==> src/rtl/fft_pkg.sv <==
// ---------------------------------------------------------------------------
// fft_pkg
// Shared definitions for the FFT output reorder buffer.
//   MODE_*        : read-order selection codes carried on the 2-bit mode port
//   bank_state_t  : life cycle of one ping-pong bank
//   norm_mode()   : folds the unused code 3 onto natural order
// ---------------------------------------------------------------------------
package fft_pkg;

    localparam logic [1:0] MODE_NAT    = 2'd0;
    localparam logic [1:0] MODE_BITREV = 2'd1;
    localparam logic [1:0] MODE_SHIFT  = 2'd2;

    typedef enum logic [1:0] {
        BANK_EMPTY = 2'd0,
        BANK_FILL  = 2'd1,
        BANK_FULL  = 2'd2,
        BANK_DRAIN = 2'd3
    } bank_state_t;

    function automatic logic [1:0] norm_mode(input logic [1:0] m);
        return ((m == MODE_BITREV) || (m == MODE_SHIFT)) ? m : MODE_NAT;
    endfunction

endpackage

==> src/rtl/fft_reorder_bitrev_addr.sv <==
// ---------------------------------------------------------------------------
// bitrev_addr
// Combinational read-address generator for the reorder buffer.
//   k    : output sample index within the frame
//   mode : MODE_NAT -> k, MODE_BITREV -> bitrev(k),
//          MODE_SHIFT -> bitrev(k ^ NPT/2)   (any other code -> k)
//   addr : bank word address to read
// ---------------------------------------------------------------------------
module bitrev_addr
    import fft_pkg::*;
#(
    parameter int LOG2N = 3
) (
    input  logic [LOG2N-1:0] k,
    input  logic [1:0]       mode,
    output logic [LOG2N-1:0] addr
);

    logic [LOG2N-1:0] k_sel;
    logic [LOG2N-1:0] k_rev;

    // fftshift of the natural-order index is a flip of its MSB, applied
    // before the reversal so the shifted spectrum comes out bit-reversed.
    always_comb begin
        k_sel = k;
        if (mode == MODE_SHIFT) begin
            k_sel = k ^ {1'b1, {(LOG2N-1){1'b0}}};
        end
    end

    generate
        for (genvar gi = 0; gi < LOG2N; gi++) begin : g_rev
            assign k_rev[gi] = k_sel[LOG2N-1-gi];
        end
    endgenerate

    always_comb begin
        addr = k;
        if ((mode == MODE_BITREV) || (mode == MODE_SHIFT)) begin
            addr = k_rev;
        end
    end

endmodule

==> src/rtl/fft_reorder.sv <==
// ---------------------------------------------------------------------------
// fft_reorder
// Ping-pong frame buffer that reorders FFT output samples.
// One bank fills in arrival order while the other drains in the order
// selected by the mode that was present on the frame's first sample.
//   clk, rst_n             : clock, asynchronous active-low reset
//   mode                   : read order (latched per frame at in_sof)
//   in_valid/in_ready      : input handshake; in_sof marks sample 0
//   in_re/in_im            : input sample
//   out_valid/out_ready    : output handshake; out_sof/out_eof frame marks
//   out_re/out_im          : output sample
//   err_short              : sticky, set when a frame restarts early
// ---------------------------------------------------------------------------
module fft_reorder
    import fft_pkg::*;
#(
    parameter int LOG2N = 3,
    parameter int W     = 16
) (
    input  logic         clk,
    input  logic         rst_n,
    input  logic [1:0]   mode,
    input  logic         in_valid,
    input  logic         in_sof,
    input  logic [W-1:0] in_re,
    input  logic [W-1:0] in_im,
    output logic         in_ready,
    output logic         out_valid,
    input  logic         out_ready,
    output logic         out_sof,
    output logic         out_eof,
    output logic [W-1:0] out_re,
    output logic [W-1:0] out_im,
    output logic         err_short
);

    localparam int NPT = 1 << LOG2N;
    localparam logic [LOG2N-1:0] ADDR_LAST = '1;

    // Both banks share one array; the bank pointer is the address MSB.
    logic [2*W-1:0]   mem_q [0:2*NPT-1];

    bank_state_t      bank_st_q   [2];
    bank_state_t      bank_st_d   [2];
    logic [1:0]       bank_mode_q [2];
    logic [1:0]       bank_mode_d [2];
    logic             wr_bank_q, wr_bank_d;
    logic             rd_bank_q, rd_bank_d;
    logic [LOG2N-1:0] wr_addr_q, wr_addr_d;
    logic [LOG2N-1:0] rd_k_q, rd_k_d;
    logic             out_valid_q, out_valid_d;
    logic             out_sof_q, out_sof_d;
    logic             out_eof_q, out_eof_d;
    logic [W-1:0]     out_re_q, out_re_d;
    logic [W-1:0]     out_im_q, out_im_d;
    logic             err_short_q, err_short_d;

    logic             wr_en;
    logic [LOG2N-1:0] wr_a;
    logic [LOG2N-1:0] rd_addr;
    logic             accept;
    logic             load_en;
    logic             rd_avail;

    bitrev_addr #(.LOG2N(LOG2N)) u_bitrev (
        .k    (rd_k_q),
        .mode (bank_mode_q[rd_bank_q]),
        .addr (rd_addr)
    );

    assign in_ready = (bank_st_q[wr_bank_q] == BANK_EMPTY) ||
                      (bank_st_q[wr_bank_q] == BANK_FILL);
    assign accept   = in_valid && in_ready;
    assign load_en  = !out_valid_q || out_ready;
    assign rd_avail = (bank_st_q[rd_bank_q] == BANK_FULL) ||
                      (bank_st_q[rd_bank_q] == BANK_DRAIN);

    // Write and read sides only ever touch banks in disjoint states
    // (EMPTY/FILL vs FULL/DRAIN), so their updates never collide.
    always_comb begin
        bank_st_d   = bank_st_q;
        bank_mode_d = bank_mode_q;
        wr_bank_d   = wr_bank_q;
        rd_bank_d   = rd_bank_q;
        wr_addr_d   = wr_addr_q;
        rd_k_d      = rd_k_q;
        out_valid_d = out_valid_q;
        out_sof_d   = out_sof_q;
        out_eof_d   = out_eof_q;
        out_re_d    = out_re_q;
        out_im_d    = out_im_q;
        err_short_d = err_short_q;
        wr_en       = 1'b0;
        wr_a        = wr_addr_q;

        // ---- write side ----
        if (accept) begin
            if (in_sof) begin
                // A new frame always (re)starts the current write bank.
                wr_en                  = 1'b1;
                wr_a                   = '0;
                wr_addr_d              = LOG2N'(1);
                bank_st_d[wr_bank_q]   = BANK_FILL;
                bank_mode_d[wr_bank_q] = norm_mode(mode);
                if (wr_addr_q != '0) begin
                    err_short_d = 1'b1;
                end
            end else if (bank_st_q[wr_bank_q] == BANK_FILL) begin
                wr_en = 1'b1;
                if (wr_addr_q == ADDR_LAST) begin
                    bank_st_d[wr_bank_q] = BANK_FULL;
                    wr_bank_d            = ~wr_bank_q;
                    wr_addr_d            = '0;
                end else begin
                    wr_addr_d = wr_addr_q + 1'b1;
                end
            end
            // otherwise: stray sample outside a frame, silently dropped
        end

        // ---- read side ----
        if (load_en) begin
            if (rd_avail) begin
                out_valid_d          = 1'b1;
                out_sof_d            = (rd_k_q == '0);
                out_eof_d            = (rd_k_q == ADDR_LAST);
                {out_re_d, out_im_d} = mem_q[{rd_bank_q, rd_addr}];
                if (rd_k_q == ADDR_LAST) begin
                    bank_st_d[rd_bank_q] = BANK_EMPTY;
                    rd_bank_d            = ~rd_bank_q;
                    rd_k_d               = '0;
                end else begin
                    bank_st_d[rd_bank_q] = BANK_DRAIN;
                    rd_k_d               = rd_k_q + 1'b1;
                end
            end else begin
                out_valid_d = 1'b0;
                out_sof_d   = 1'b0;
                out_eof_d   = 1'b0;
            end
        end
    end

    // Sample storage carries no reset; stale contents are never read
    // because a bank is only drained after being completely refilled.
    always_ff @(posedge clk) begin
        if (wr_en) begin
            mem_q[{wr_bank_q, wr_a}] <= {in_re, in_im};
        end
    end

    always_ff @(posedge clk or negedge rst_n) begin
        if (!rst_n) begin
            bank_st_q[0]   <= BANK_EMPTY;
            bank_st_q[1]   <= BANK_EMPTY;
            bank_mode_q[0] <= MODE_NAT;
            bank_mode_q[1] <= MODE_NAT;
            wr_bank_q      <= 1'b0;
            rd_bank_q      <= 1'b0;
            wr_addr_q      <= '0;
            rd_k_q         <= '0;
            out_valid_q    <= 1'b0;
            out_sof_q      <= 1'b0;
            out_eof_q      <= 1'b0;
            out_re_q       <= '0;
            out_im_q       <= '0;
            err_short_q    <= 1'b0;
        end else begin
            bank_st_q      <= bank_st_d;
            bank_mode_q    <= bank_mode_d;
            wr_bank_q      <= wr_bank_d;
            rd_bank_q      <= rd_bank_d;
            wr_addr_q      <= wr_addr_d;
            rd_k_q         <= rd_k_d;
            out_valid_q    <= out_valid_d;
            out_sof_q      <= out_sof_d;
            out_eof_q      <= out_eof_d;
            out_re_q       <= out_re_d;
            out_im_q       <= out_im_d;
            err_short_q    <= err_short_d;
        end
    end

    assign out_valid = out_valid_q;
    assign out_sof   = out_sof_q;
    assign out_eof   = out_eof_q;
    assign out_re    = out_re_q;
    assign out_im    = out_im_q;
    assign err_short = err_short_q;

endmodule

==> config.mk <==
export PLATFORM = sky130hd
export DESIGN_NAME = fft_reorder
export DESIGN_NICKNAME = d
export VERILOG_FILES = /design/src/rtl/fft_pkg.sv /design/src/rtl/fft_reorder_bitrev_addr.sv /design/src/rtl/fft_reorder.sv
export SDC_FILE = /design/constraint.sdc
export NUM_CORES = 1
export LEC_CHECK = 0
export ABC_AREA = 1
export CAP_MARGIN = 20
export CORE_MARGIN = 5
export CORE_UTILIZATION = 30
export DETAILED_ROUTE_END_ITERATION = 16
export PLACE_DENSITY = 0.54
export SLEW_MARGIN = 10
export SYNTH_ARGS = -nofsm -noshare
export SYNTH_HDL_FRONTEND = slang
export SYNTH_SLANG_ARGS = --single-unit
==> constraint.sdc <==
create_clock -name clk -period 3.8 [get_ports clk]
set_input_delay 0.38 -clock clk [delete_from_list [all_inputs] [get_ports clk]]
set_output_delay 0.38 -clock clk [all_outputs]
set_load 0.03 [all_outputs]
==> impl_metrics.csv, run 1 <==
group,metric,value,unit
drt,num_vias,16500,
layout,num_antenna_cells,0,
critical_path,reg2reg_from,"rd_bank_q",
sta,timing.final.hold_violations,0,
sta,setup_viol,0,
logic_synthesis,syn_area,24500,µm²
drt,wire_per_inst,18.6,µm
clocking,clock_sinks,564,
critical_path,cp-end-kind,"register",
floorplanning,initial_utilization,30.3,%
grt,overflow,0,
placement,gp_congestion,0.768,
logic_synthesis,synthAdderAreaFrac,0.357,%
critical_path,arrival,3.35,ns
layout,final_nets,2399,
critical_path,path_delay_family,"simple AND/OR/NAND/NOR gates",
drt,first_pass_iters,5,
critical_path,start_kind,"register",
critical_path,cp_slowest_cell,"buf_12",
floorplanning,die_area,87500,µm²
sta,rsz0062_at_grt,"no",
critical_path,r2r_cells,13,
critical_path,reg2reg_slack,0.99,ns
floorplanning,fp.dieW,296,µm
placement,place_area,26600,µm²
critical_path,path_max_fanout,159,
layout,regArea,16700,µm²
logic_synthesis,yosysWarnings,0,
clocking,cts_setup_buffers,0,
clocking,htree_levels,2,
floorplanning,core_area,80800,µm²
logic_synthesis,synth_top_family_by_area,"simple AND/OR/NAND/NOR gates",
logic_synthesis,yosys.area_share.simple,22.8,%
drt,drc,0,
clocking,cts_root_buf,"clkbuf_16",
layout,final_common_cell,"nand3_1",
min_path,hp-class,"in2async",
sta,fin_hold_ws,0.400,ns
placement,dp_hpwl,35.6,mm
sta,finalMaxSlewViolations,0,
pwr,p_leak,0.0116,µW
logic_synthesis,netlist_instances,2313,
logic_synthesis,ys_ff_latch,564,
logic_synthesis,synth_nets,2359,
clocking,clk_pin_slew,0.06,ns
placement,port_buffers,75,
pwr,peakVddDrop,0.00148,V
layout,syn2layout_area_growth,17.0,%
critical_path,max_stage_delay,0.54,ns
grt,met3_usage,2.40,%
layout,final_cell_mix,"nand3_1, nand2_1, edfxtp_1",
critical_path,reg2reg_to,"out_im[11]",
clocking,cts_tree,"built",
placement,post-place-ws,0.806,ns
grt,grt_pass1_wl,99.7,mm
logic_synthesis,synth_top_cells_by_area,"edfxtp_1, nand3_1, nand2_1",
drt,drt_wl_total,64.5,mm
critical_path,critPathBufInv,2,
layout,finish.instance_area,28700,µm²
logic_synthesis,yosys.area.top_type,"edfxtp_1",
logic_synthesis,netlist.area_leader.share,62.7,%
pwr,cellPowerDensity,942,nW/µm²
clocking,cts_buffers,61,
drt,drt-initial-drc-count,1129,
drt,ant_nets,0,
layout,drive_gt1_share,6.66,%
sta,post-route-min-period,2.81,ns
sta,worst_slack,0.986,ns
floorplanning,die_y,296,µm
sta,fin_crit_sh,74.1,%
clocking,clock_path_buffers,3,
floorplanning,ios,76,
layout,nFillCells,7896,
critical_path,critPathKind,"reg2reg",
sta,fin_skew,0.0195,ns
layout,fin_util,35.5,%
logic_synthesis,synth.area.mux_share,0.133,%
sta,worst_pin_slew,0.876,ns
floorplanning,core.rowCount,104,
critical_path,path_common_cell,"nand2_1",
grt,grt_pass1_vias,16400,
grt,busiest_layer,"met2",
grt,grt_use_met1,19.3,%
logic_synthesis,synth_area_per_cell,10.6,µm²
grt,grt.total_usage,14.6,%
logic_synthesis,synthXorXnorAreaFrac,0.0357,%
grt,grt_max_degree,160,
critical_path,cp_cell_sequence,"nand2_1, o21ai_0, ha_1, inv_2, nand2_8, buf_12, nand3b_1, nand3_1, nand3_1, nand3_1, nand2_1, nand2_1, nand2_1",
grt,antenna_found_initial,0,
critical_path,crit_required,4.33,ns
sta,fin_tns_setup,0,ns
sta,fmax,355,MHz
flow_run,max_cap_violations,0,
status,status,"finished, final reports clean",
clocking,clock_latency,0.64,ns
sta,maxSlewHeadroom,41.6,%
drt,via_per_inst,4.75,
grt,use_met2,25.1,%
logic_synthesis,synth_cell_types,26,
layout,multiInputGateArea,6030,µm²
logic_synthesis,yosysSeqAreaShare,68.0,%
logic_synthesis,synth_compound_area_share,0.546,%
## synth_stat cells, drive strengths merged
cell / count
nand3: 585
nand2: 542
edfxtp: 512
inv: 349
buf: 92
nand3b: 64
dfrtp: 52
clkbuf: 48
nor2: 28
o21ai: 20
ha: 7
a21oi: 4
nor3: 4
mux2: 2
a32o: 1
mux2i: 1
or2: 1
xor2: 1
## stage by stage
step           instances  total power (µW)
3_3_place_gp        3349             21200
4_1_cts             3462             27400
3_5_place_dp        3349             21300
5_1_grt             3462             29100
6_report            3462             27000
2_1_floorplan       2313             17000
## cell families after synthesis
kind of cell	count (synthesis)
AOI/OAI and AO/OA	25
xor gates and xnor gates	1
adders and majority gates	7
buffers and inverters	489
DFF	564
muxes	3
and+or+nand+nor	1224
## timing repair
item	4_1_cts	5_1_grt
hold endpoints to repair	52	0
hold buffers	1	0
gates resized for setup	0	0
## worst max-delay path by stage
stage	startpoint	to	slack, ns	depth (start not counted)
2_1_floorplan	wr_bank_q	mem_q[10][0]	0.45	8
6_report	rd_bank_q	out_im[11]	0.99	13
3_5_place_dp	in_sof	mem_q[10][16]	0.81	8
5_1_grt	wr_bank_q	mem_q[10][15]	0.73	9
4_1_cts	rd_bank_q	out_re[3]	0.95	15
3_3_place_gp	in_sof	mem_q[10][15]	0.84	8
## routing by layer
layer	part of all wire [%]	vias to the layer above
met2	49	392
met1	44	8147
met4	2.3	0
met3	5.0	88
li1	-	7830
met5	0	-
## cell type report
cell class / count / share of cell area [%]
sequential: 564 / 58.2
inverter: 349 / 4.58
clock inverter: 38 / 1.60
timing repair buffer: 117 / 4.50
clock buffer: 74 / 5.49
multi-input combinational: 1260 / 21.0
tap: 1060 / 4.62
## sequential cells by signal, summed over array words and instances (netlist names)
signal and cells:
err_short 1, rd_k_q 3, mem_q 512, out_eof 1, bank_st_q 4, wr_addr_q 3, out_re 16, wr_bank_q 1
out_valid 1, out_sof 1, bank_mode_q 4, out_im 16, rd_bank_q 1
## power breakdown
group | leakage [µW] | switching, µW | total [µW] | internal (µW)
Sequential | 0.00524 | 250 | 7540 | 7290
Combinational | 0.00536 | 9510 | 13500 | 3950
Clock | 0.000988 | 2460 | 6020 | 3560
Power figures use the tool's default switching activity.
==> inputs of run 2 (changes only) <==
==> constraint.sdc (replaced) <==
create_clock -name clk -period 2.51 [get_ports clk]
set_input_delay 0.251 -clock clk [delete_from_list [all_inputs] [get_ports clk]]
set_output_delay 0.251 -clock clk [all_outputs]
set_load 0.03 [all_outputs]
==> impl_metrics.csv, run 2 (synthesis gave the netlist of run 1 again) <==
group,metric,value,unit
status,status,"finished, final reports clean",
sta,fin_tns_setup,0,ns
layout,multiInputGateArea,6050,µm²
placement,place_area,27300,µm²
critical_path,crit_start,"rd_bank_q",
pwr,p_int,23900,µW
clocking,cts_root_buf,"clkbuf_16",
sta,fmax,423,MHz
grt,grt_pass1_wl,104,mm
critical_path,max_stage_delay,0.44,ns
sta,post-route-min-period,2.37,ns
layout,num_antenna_cells,0,
sta,worst_slack,0.143,ns
clocking,clock_sinks,564,
sta,fin_skew,0.0228,ns
clocking,clock_path_buffers,3,
pwr,p_comb_share,53.1,%
sta,fin_crit_sh,94.3,%
critical_path,reg2reg_from,"rd_bank_q",
floorplanning,initial_utilization,30.3,%
drt,via_per_inst,4.85,
clocking,clock_latency,0.63,ns
pwr,swShare,44.3,%
min_path,hp-class,"in2async",
clocking,clk_pin_slew,0.06,ns
layout,final_cell_mix,"nand3_1, nand2_1, edfxtp_1",
critical_path,start_kind,"register",
drt,drt_wl_total,69.7,mm
pwr,p_sw,19000,µW
layout,drive_gt1_share,9.25,%
layout,regMostFlops,"mem_q",
flow_run,max_cap_violations,0,
critical_path,path_max_fanout,22,
layout,finish.instance_area,29500,µm²
floorplanning,die_y,296,µm
pwr,p_leak,0.0120,µW
drt,ant_nets,0,
grt,grt_max_degree,93,
layout,final_nets,2449,
drt,wire_per_inst,19.8,µm
clocking,cts_buffers,59,
floorplanning,ios,76,
pwr,cellPowerDensity,1450,nW/µm²
grt,grt_pass1_vias,16800,
grt,antenna_found_initial,3,
drt,drt-initial-drc-count,1355,
layout,final_common_cell,"nand3_1",
critical_path,cp_cell_sequence,"nand2_1, o21ai_1, ha_2, inv_2, nand2_8, nand2_8, buf_4, buf_12, clkbuf_16, nand2_1, nand2_1, nand2_1, nand3_1, nand3_1, nand2_1, nand2_1, nand2_1",
pwr,seqPwrFrac,26.7,%
clocking,cts_tree,"built",
floorplanning,die_area,87500,µm²
critical_path,crit_required,3.01,ns
sta,timing.final.hold_violations,0,
drt,first_pass_iters,5,
layout,regArea,16700,µm²
critical_path,arrival,2.87,ns
critical_path,cp_slowest_cell,"dfrtp_2",
drt,num_vias,17000,
sta,maxSlewHeadroom,55.8,%
floorplanning,fp.dieW,296,µm
grt,overflow,0,
grt,grt.total_usage,15.5,%
placement,post-place-ws,0.00896,ns
critical_path,critPathKind,"reg2reg",
floorplanning,core_area,80800,µm²
pwr,clkPwrFrac,20.2,%
layout,syn2layout_area_growth,20.4,%
pwr,peakVddDrop,0.00142,V
sta,worst_pin_slew,0.664,ns
placement,port_buffers,75,
layout,fin_util,36.5,%
placement,gp_congestion,0.781,
clocking,htree_levels,2,
critical_path,cp-end-kind,"register",
layout,largest_register_ff_count,512,
layout,nFillCells,7805,
sta,finalMaxSlewViolations,0,
critical_path,path_common_cell,"nand2_1",
drt,drc,0,
sta,setup_viol,0,
floorplanning,core.rowCount,104,
placement,dp_hpwl,36.8,mm
==> run 2: cell types whose count changed in the layout (fill, tap and decap cells not counted), moves of 2 or more <==
| cell | before | now |
|---|---|---|
| buf_12 | 18 | 48 |
| buf_4 | 24 | 36 |
| clkinv_2 | 9 | 20 |
| clkinv_1 | 14 | 7 |
| buf_16 | 0 | 5 |
| clkbuf_1 | 13 | 8 |
| clkbuf_8 | 0 | 5 |
| bufinv_16 | 9 | 5 |
| clkbuf_16 | 61 | 63 |
| o21ai_0 | 18 | 16 |
| o21ai_1 | 0 | 2 |
==> run 2: timing repair <==
action | in CTS | in global routing
hold buffers | 1 | 0
setup endpoints to repair | 0 | 61
resized for setup | 0 | 8
endpoints found under the hold margin | 31 | 0
buffers inserted | 0 | 11
==> run 2: metal layers <==
layer / global-route usage, % / up-vias / routed length (µm)
met5: 0 / - / 27
met3: 2.67 / 123 / 4310
met4: 4.62 / 4 / 1950
met2: 25.9 / 561 / 33000
met1: 20.9 / 8414 / 30400
li1: - / 7938 / -
==> run 2: layout make-up <==
| class | count | area share [%] |
|---|---|---|
| repair buffers | 169 | 7.56 |
| clock buffers | 72 | 5.34 |
| clock inverters | 39 | 1.17 |
| well taps | 1060 | 4.49 |
| flip-flops and latches | 564 | 56.5 |
| multi-input cells | 1260 | 20.5 |
| inverters | 349 | 4.45 |
==> run 2: worst paths after layout <==
path	end	slack, ns	cells after the start
max in group asynchronous	bank_mode_q[2]	1.67	3
min in group clk	bank_mode_q[0]	0.35	5
hold reg to reg	err_short	0.47	1
setup / recovery	out_re[2]	0.14	17
setup reg to reg	out_re[2]	0.14	17
hold / removal	out_valid	0.21	2
==> run 2: worst max-delay path, delay by kind of cell (launching register included) <==
| family | cells | cell delay (ns) |
|---|---|---|
| flops | 1 | 0.44 |
| compound gates | 1 | 0.07 |
| buf+inv | 4 | 0.54 |
| fa+ha+maj | 1 | 0.40 |
| simple gates | 11 | 0.79 |
==> run 2: through the flow <==
| step | hold slack, ns | total power, µW | instances |
|---|---|---|---|
| floorplan | -0.0446 | 25900 | 2313 |
| global placement | 0.327 | 32700 | 3386 |
| detailed placement | 0.329 | 32900 | 3386 |
| CTS | 0.224 | 41700 | 3498 |
| global route | 0.262 | 45800 | 3513 |
| finish | 0.213 | 42900 | 3513 |
==> run 2: power groups by stage <==
stage,Sequential [µW],Combinational [µW],Clock [µW]
finish,11400,22800,8670
global route,11500,25000,9290
CTS,11500,21300,8880
detailed placement,11600,21200,0
global placement,11600,21000,0
floorplan,12000,13900,0
